--- config.mk ---
export PLATFORM = sky130hd
export DESIGN_NAME = sseg_share_ctrl
export DESIGN_NICKNAME = d
export VERILOG_FILES = /design/src/rtl/sseg_share_ctrl.sv
export SDC_FILE = /design/constraint.sdc
export NUM_CORES = 1
export LEC_CHECK = 0
export ABC_AREA = 1
export CAP_MARGIN = 30
export CORE_ASPECT_RATIO = 0.9
export CORE_MARGIN = 2
export CORE_UTILIZATION = 40
export DETAILED_ROUTE_END_ITERATION = 8
export GPL_ROUTABILITY_DRIVEN = 0
export SYNTH_ARGS = -nofsm -noshare
export SYNTH_HDL_FRONTEND = slang
export SYNTH_SLANG_ARGS = --single-unit
--- constraint.sdc ---
create_clock -name clk -period 3.18 [get_ports clk]
set_input_delay 0.636 -clock clk [delete_from_list [all_inputs] [get_ports clk]]
set_output_delay 0.636 -clock clk [all_outputs]
set_load 0.02 [all_outputs]
--- src/rtl/sseg_share_ctrl.sv ---
// Shares a 4-digit seven-segment display between two requesters.
// Ownership changes only at frame boundaries, using round-robin with a minimum
// hold time. A debounced button can lock the current owner. The digits are
// scanned with active-low anodes, and every output leaves a flop.
module sseg_share_ctrl #(
    parameter int REFRESH_DIV = 50000,   // clk cycles per digit slot (>= 2)
    parameter int HOLD_FRAMES = 250,     // minimum frames an owner keeps the display (>= 1)
    parameter int DEBOUNCE    = 500000   // stable samples needed to accept a button change
) (
    input  logic        clk,
    input  logic        rst,             // synchronous, active-low
    input  logic        but0,
    input  logic        req0,
    input  logic        req1,
    input  logic [27:0] data0,
    input  logic [27:0] data1,
    output logic [1:0]  gnt,
    output logic        locked,
    output logic [3:0]  an,
    output logic [6:0]  sseg,
    output logic        dp
);

    localparam int CNT_W  = (REFRESH_DIV > 1) ? $clog2(REFRESH_DIV) : 1;
    localparam int HOLD_W = $clog2(HOLD_FRAMES + 1);
    localparam int DB_W   = $clog2(DEBOUNCE + 1);

    // The state encoding equals the one-hot grant, so gnt is the state register itself.
    typedef enum logic [1:0] {
        BLANK = 2'b00,
        OWN0  = 2'b01,
        OWN1  = 2'b10
    } state_t;

    state_t            r_state, w_state_nxt;
    logic [CNT_W-1:0]  r_cnt, w_cnt_nxt;
    logic [1:0]        r_idx, w_idx_nxt;
    logic [HOLD_W-1:0] r_hold, w_hold_nxt, w_hold_inc;
    logic              r_last, w_last_nxt;   // 1 = requester 1 was served last
    logic [27:0]       r_snap, w_snap_nxt;
    logic              r_sync1, r_sync2, r_btn, r_btn_d;
    logic [DB_W-1:0]   r_db_cnt;
    logic              r_locked, w_locked_nxt;
    logic [3:0]        r_an, w_an_nxt;
    logic [6:0]        r_sseg, w_sseg_nxt;
    logic              r_dp, w_dp_nxt;
    logic              w_fb, w_hold_expired;

    // Scan position: refresh counter, digit index and frame-boundary detection.
    always_comb begin
        // NOTE: every combinational output gets a default first, so no path can infer a latch.
        w_cnt_nxt = r_cnt + CNT_W'(1);
        w_idx_nxt = r_idx;
        w_fb      = 1'b0;
        if (r_cnt == CNT_W'(REFRESH_DIV - 1)) begin
            w_cnt_nxt = '0;
            w_idx_nxt = r_idx + 2'd1;
            w_fb      = (r_idx == 2'd3);
        end
    end

    // Next owner, decided only at the frame boundary.
    always_comb begin
        w_hold_inc     = (r_hold == HOLD_W'(HOLD_FRAMES)) ? r_hold : r_hold + HOLD_W'(1);
        w_hold_expired = (w_hold_inc == HOLD_W'(HOLD_FRAMES));
        w_state_nxt    = r_state;
        if (w_fb) begin
            case (r_state)
                BLANK: begin
                    if (req0 && req1) w_state_nxt = r_last ? OWN0 : OWN1;
                    else if (req0)    w_state_nxt = OWN0;
                    else if (req1)    w_state_nxt = OWN1;
                end
                OWN0: begin
                    // A requester that lets go loses the display even while locked.
                    if (!req0)                                   w_state_nxt = req1 ? OWN1 : BLANK;
                    else if (w_hold_expired && !r_locked && req1) w_state_nxt = OWN1;
                end
                OWN1: begin
                    if (!req1)                                   w_state_nxt = req0 ? OWN0 : BLANK;
                    else if (w_hold_expired && !r_locked && req0) w_state_nxt = OWN0;
                end
                default: w_state_nxt = BLANK;
            endcase
        end
    end

    // Hold count, round-robin memory and the per-frame snapshot of the owner's data.
    always_comb begin
        w_hold_nxt = r_hold;
        w_last_nxt = r_last;
        w_snap_nxt = r_snap;
        if (w_fb) begin
            if (w_state_nxt != r_state && w_state_nxt != BLANK) begin
                w_hold_nxt = '0;
                w_last_nxt = (w_state_nxt == OWN1);
            end else if (r_state != BLANK) begin
                w_hold_nxt = w_hold_inc;
            end
            // The whole frame is painted from this copy, so source updates never tear it.
            w_snap_nxt = (w_state_nxt == OWN1) ? data1 : data0;
        end
    end

    // Lock toggle and display decode for the next cycle's registered outputs.
    always_comb begin
        w_locked_nxt = r_locked ^ (r_btn & ~r_btn_d);
        w_an_nxt     = 4'hF;
        w_sseg_nxt   = 7'h7F;
        w_dp_nxt     = 1'b1;
        if (w_state_nxt != BLANK) begin
            w_an_nxt   = ~(4'b0001 << w_idx_nxt);
            w_sseg_nxt = w_snap_nxt[7*w_idx_nxt +: 7];
            w_dp_nxt   = !((w_idx_nxt == 2'd3) && w_locked_nxt);
        end
    end

    // Scan, arbitration and display registers.
    always_ff @(posedge clk) begin
        // NOTE: sequential state uses non-blocking assignments so every flop samples pre-edge values.
        if (!rst) begin
            r_cnt    <= '0;
            r_idx    <= '0;
            r_state  <= BLANK;
            r_hold   <= '0;
            r_last   <= 1'b1;
            r_snap   <= '1;
            r_an     <= 4'hF;
            r_sseg   <= 7'h7F;
            r_dp     <= 1'b1;
            r_locked <= 1'b0;
        end else begin
            r_cnt    <= w_cnt_nxt;
            r_idx    <= w_idx_nxt;
            r_state  <= w_state_nxt;
            r_hold   <= w_hold_nxt;
            r_last   <= w_last_nxt;
            r_snap   <= w_snap_nxt;
            r_an     <= w_an_nxt;
            r_sseg   <= w_sseg_nxt;
            r_dp     <= w_dp_nxt;
            r_locked <= w_locked_nxt;
        end
    end

    // Button synchronizer and debouncer: accept a new level after DEBOUNCE equal differing samples.
    always_ff @(posedge clk) begin
        if (!rst) begin
            r_sync1  <= 1'b0;
            r_sync2  <= 1'b0;
            r_btn    <= 1'b0;
            r_btn_d  <= 1'b0;
            r_db_cnt <= '0;
        end else begin
            r_sync1 <= but0;
            r_sync2 <= r_sync1;
            r_btn_d <= r_btn;
            if (r_sync2 != r_btn) begin
                if (r_db_cnt == DB_W'(DEBOUNCE - 1)) begin
                    r_btn    <= r_sync2;
                    r_db_cnt <= '0;
                end else begin
                    r_db_cnt <= r_db_cnt + DB_W'(1);
                end
            end else begin
                r_db_cnt <= '0;
            end
        end
    end

    assign gnt    = r_state;
    assign locked = r_locked;
    assign an     = r_an;
    assign sseg   = r_sseg;
    assign dp     = r_dp;

endmodule

==> out/results.txt <==
Status = finished, final reports clean
Syn_area_per_cell = 6.860 um2
CP peak stage delay = 0.40 ns
Leakage = 2.538 nW
Htree depth = 3
Synth cell types = 40
Max VDD drop = 0.2498 mV
CP startpoint kind = flop
Primary FF master, synth = dfxtp_1
Most frequent CP cell = nand2_1
Initial DRT Pass Iterations = 5
Core box area = 0.01148 mm2
# port buffers = 75
Setup Skew = 0.005786 ns
Hold Fails Final Rpt = 0
I/O pin total = 76
Total power = 2.386 mW
DRC Markers = 0
Post-synth EDFFs = 0
CP required = 3.40 ns
Fmax = 351.7 MHz
Layout area overhead = 24.78%
Most common library cell in the layout ignoring fill and taps = nand2_1
Yosys synthesis warning count = 0
Worst Hold Launch = r_sync1$_SDFF_PN0_
Starting Density = 41.35%
Fin. max-slew vios = 0
Final WL = 11,250 um
CTS Sinks = 93
Clk root buf = clkbuf_16
Layout cells sized above 1 = 6.771%
Vias in the first global route = 4,213
Worst skew pair latency = 0.34 ns
TritonCTS Buffers = 9
Worst-path cell with the longest stage delay = dfxtp_1
Worst path cell trace = inv_1 -> ha_1 -> nand2_1 -> nor2_1 -> nand2_1 -> nand2_1 -> nand2_1 -> nand3_1 -> nor2_2 -> nand3_1 -> nand3_1 -> nand4_1 -> nand2_2 -> buf_4 -> nand3_1 -> nand3_1 -> nand2_1 -> nand2_1 -> nand2_1 -> nor2_1 -> nand2_1
Sequential share of the synthesized area = 39.22%
Via-per-instance ratio = 4.791
CTS tree = done
Seq. cell area = 0.001862 mm2
Crit Path Max Fanout = 15
First-pass GRT wire length = 19,030 um
Fin crit share = 89.41%
Via count = 4,427
Worst Hold Endpoint = r_sync2$_SDFF_PN0_
Final Util = 51.59%
HPWL after DPL = 8285 um
Ys async rst share = 0%
Detailed Route Iter0 Violations = 242
WHS = 0.4141 ns
Crit Reg-Reg Endpoint = sseg[3]$_SDFF_PN1_
Setup TNS = 0 ns
Hold depth = 2
Max-cap viol count = 0
#FFs+latches synth = 93
GRT overflow = 0
FF-to-FF setup slack = 0.34 ns
Worst Slack Setup Final = 0.3369 ns
Hold Crit Class = reg -> reg
Fill cell count = 1,185
Dpl ws = 0.2501 ns
Gate Count Post-Synth = 692
Worst R2R Start = r_hold[0]$_SDFFE_PN0P_
Most frequent cells in the layout = nand2_1 (200), inv_1 (99), dfxtp_1 (93)
Largest net degree at the start of global routing = 31
Total inserted antenna cells = 0
Clk slew on worst S/H paths = 0.07 ns
Final setup fails = 0
All-layer global routing usage = 18.21%
Worst Max-Slew Pin Slew = 0.6502 ns
Antenna-violating nets left = 0
Footprint of the multi-input gates = 0.002374 mm2
Crit Path Class = reg -> reg
Slew margin rel. = 56.49%
Synth Cell Area = 0.004747 mm2
Die ar. = 0.01276 mm2
Longest Clk Path Bufs = 2
Row count = 37
RSZ-0062 raised after global routing = no
Wirelength per Cell = 12.17 um
Width of the chip = 118.8 um
Hold_buf cts = 0
Layout Nets = 829
Initial antenna violation count = 0
Die extent in y = 107.4 um
R2R cell count = 21
CP arrival = 3.07 ns
PD cells = 402.9 mW/mm2
Setup crit end kind = flop
Tmin final = 2.843 ns
Syn nets = 758
[how the worst max path moves through the flow]
stage,cells after the start,from,slack (ns),to
final,21,r_hold[0]$_SDFFE_PN0P_,0.34,sseg[3]$_SDFF_PN1_
after global routing,21,r_hold[0]$_SDFFE_PN0P_,0.008,sseg[3]$_SDFF_PN1_
after detailed placement,15,req0,0.25,sseg[3]$_SDFF_PN1_
after CTS,22,r_hold[0]$_SDFFE_PN0P_,0.28,sseg[3]$_SDFF_PN1_
after global placement,15,req0,0.31,sseg[3]$_SDFF_PN1_
after floorplan,24,r_hold[0]$_SDFFE_PN0P_,0.92,sseg[2]$_SDFF_PN1_
[cells in the mapped netlist, types with 3 or more instances]
cell / instances / area (um2)
nand3_2: 4 / 40.04
ha_1: 5 / 62.56
o21ai_0: 3 / 15.01
buf_4: 6 / 45.04
clkbuf_1: 10 / 37.54
nor3_1: 15 / 75.07
nand3b_2: 10 / 112.6
nand4_1: 6 / 37.54
a21oi_1: 33 / 165.2
nor4_1: 8 / 50.05
nor3b_1: 6 / 45.04
nand2_2: 4 / 25.02
inv_1: 99 / 371.6
nor2_1: 52 / 195.2
xor2_1: 7 / 61.31
o21bai_1: 3 / 22.52
nand3b_1: 11 / 82.58
nand2_1: 200 / 750.7
xnor2_1: 3 / 26.28
buf_2: 3 / 15.01
and3_1: 3 / 18.77
nand3_1: 85 / 425.4
dfxtp_1: 93 / 1862
[what timing repair did]
action,4_1_cts,5_1_grt
buffers inserted,0,0
gates resized for setup,0,2
endpoints found under the setup margin,0,3
hold endpoints to repair,0,0
[logic make-up after synthesis]
logic type / after synthesis / share of synthesized area, %
XOR/XNOR: 10 / 1.845
AO/OA/AOI/OAI: 48 / 5.720
adder cells (fa/ha/maj): 5 / 1.318
multiplexers: 1 / 0.2372
flip-flops: 93 / 39.22
buffers and inverters: 124 / 11.20
AND/OR/NAND/NOR: 411 / 40.46
[state kept, by name, summed over array words and instances (netlist names), 2 cells and up]
signal and flops:
an 4, gnt 2, r_cnt 16, r_db_cnt 19
r_hold 8, r_idx 2, r_snap 28, sseg 7
[worst max-delay path, delay by kind of cell, from the launching register on]
kind	cells	cell delay (ns)
buffers and inverters	2	0.37
flip-flops	1	0.40
AND/OR/NAND/NOR	18	1.74
adder cells (fa/ha/maj)	1	0.20
[metal layers]
layer | wire length (um) | GRT usage (%) | vias to the layer above
li1 | - | - | 2337
met1 | 5650 | 24.70 | 1981
met2 | 4950 | 29.39 | 95
met3 | 517 | 3.867 | 14
met4 | 125 | 4.932 | 0
met5 | 0 | 0 | -
[power breakdown]
part	internal [mW]	leakage, nW	switching, mW	total, mW
clock network	0.633	0.146	0.454	1.09
logic	0.0836	1.64	0.0448	0.128
registers	1.17	0.752	0.00257	1.17
total	1.89	2.54	0.501	2.39
[per-stage QoR]
step | area [um2] | instances
final | 5923 | 924
after global routing | 5923 | 924
after CTS | 5906 | 924
after detailed placement | 5603 | 908
after global placement | 5603 | 908
after floorplan | 4747 | 692
[area by class of cell]
cell class	instances	area share [%]
multi-input cells	475	40.07
flip-flops and latches	93	31.43
clock buffers	11	4.098
well taps	156	3.295
inverters	101	6.401
clock inverters	5	1.014
repair buffers	83	13.69
Power figures use the tool's default switching activity.
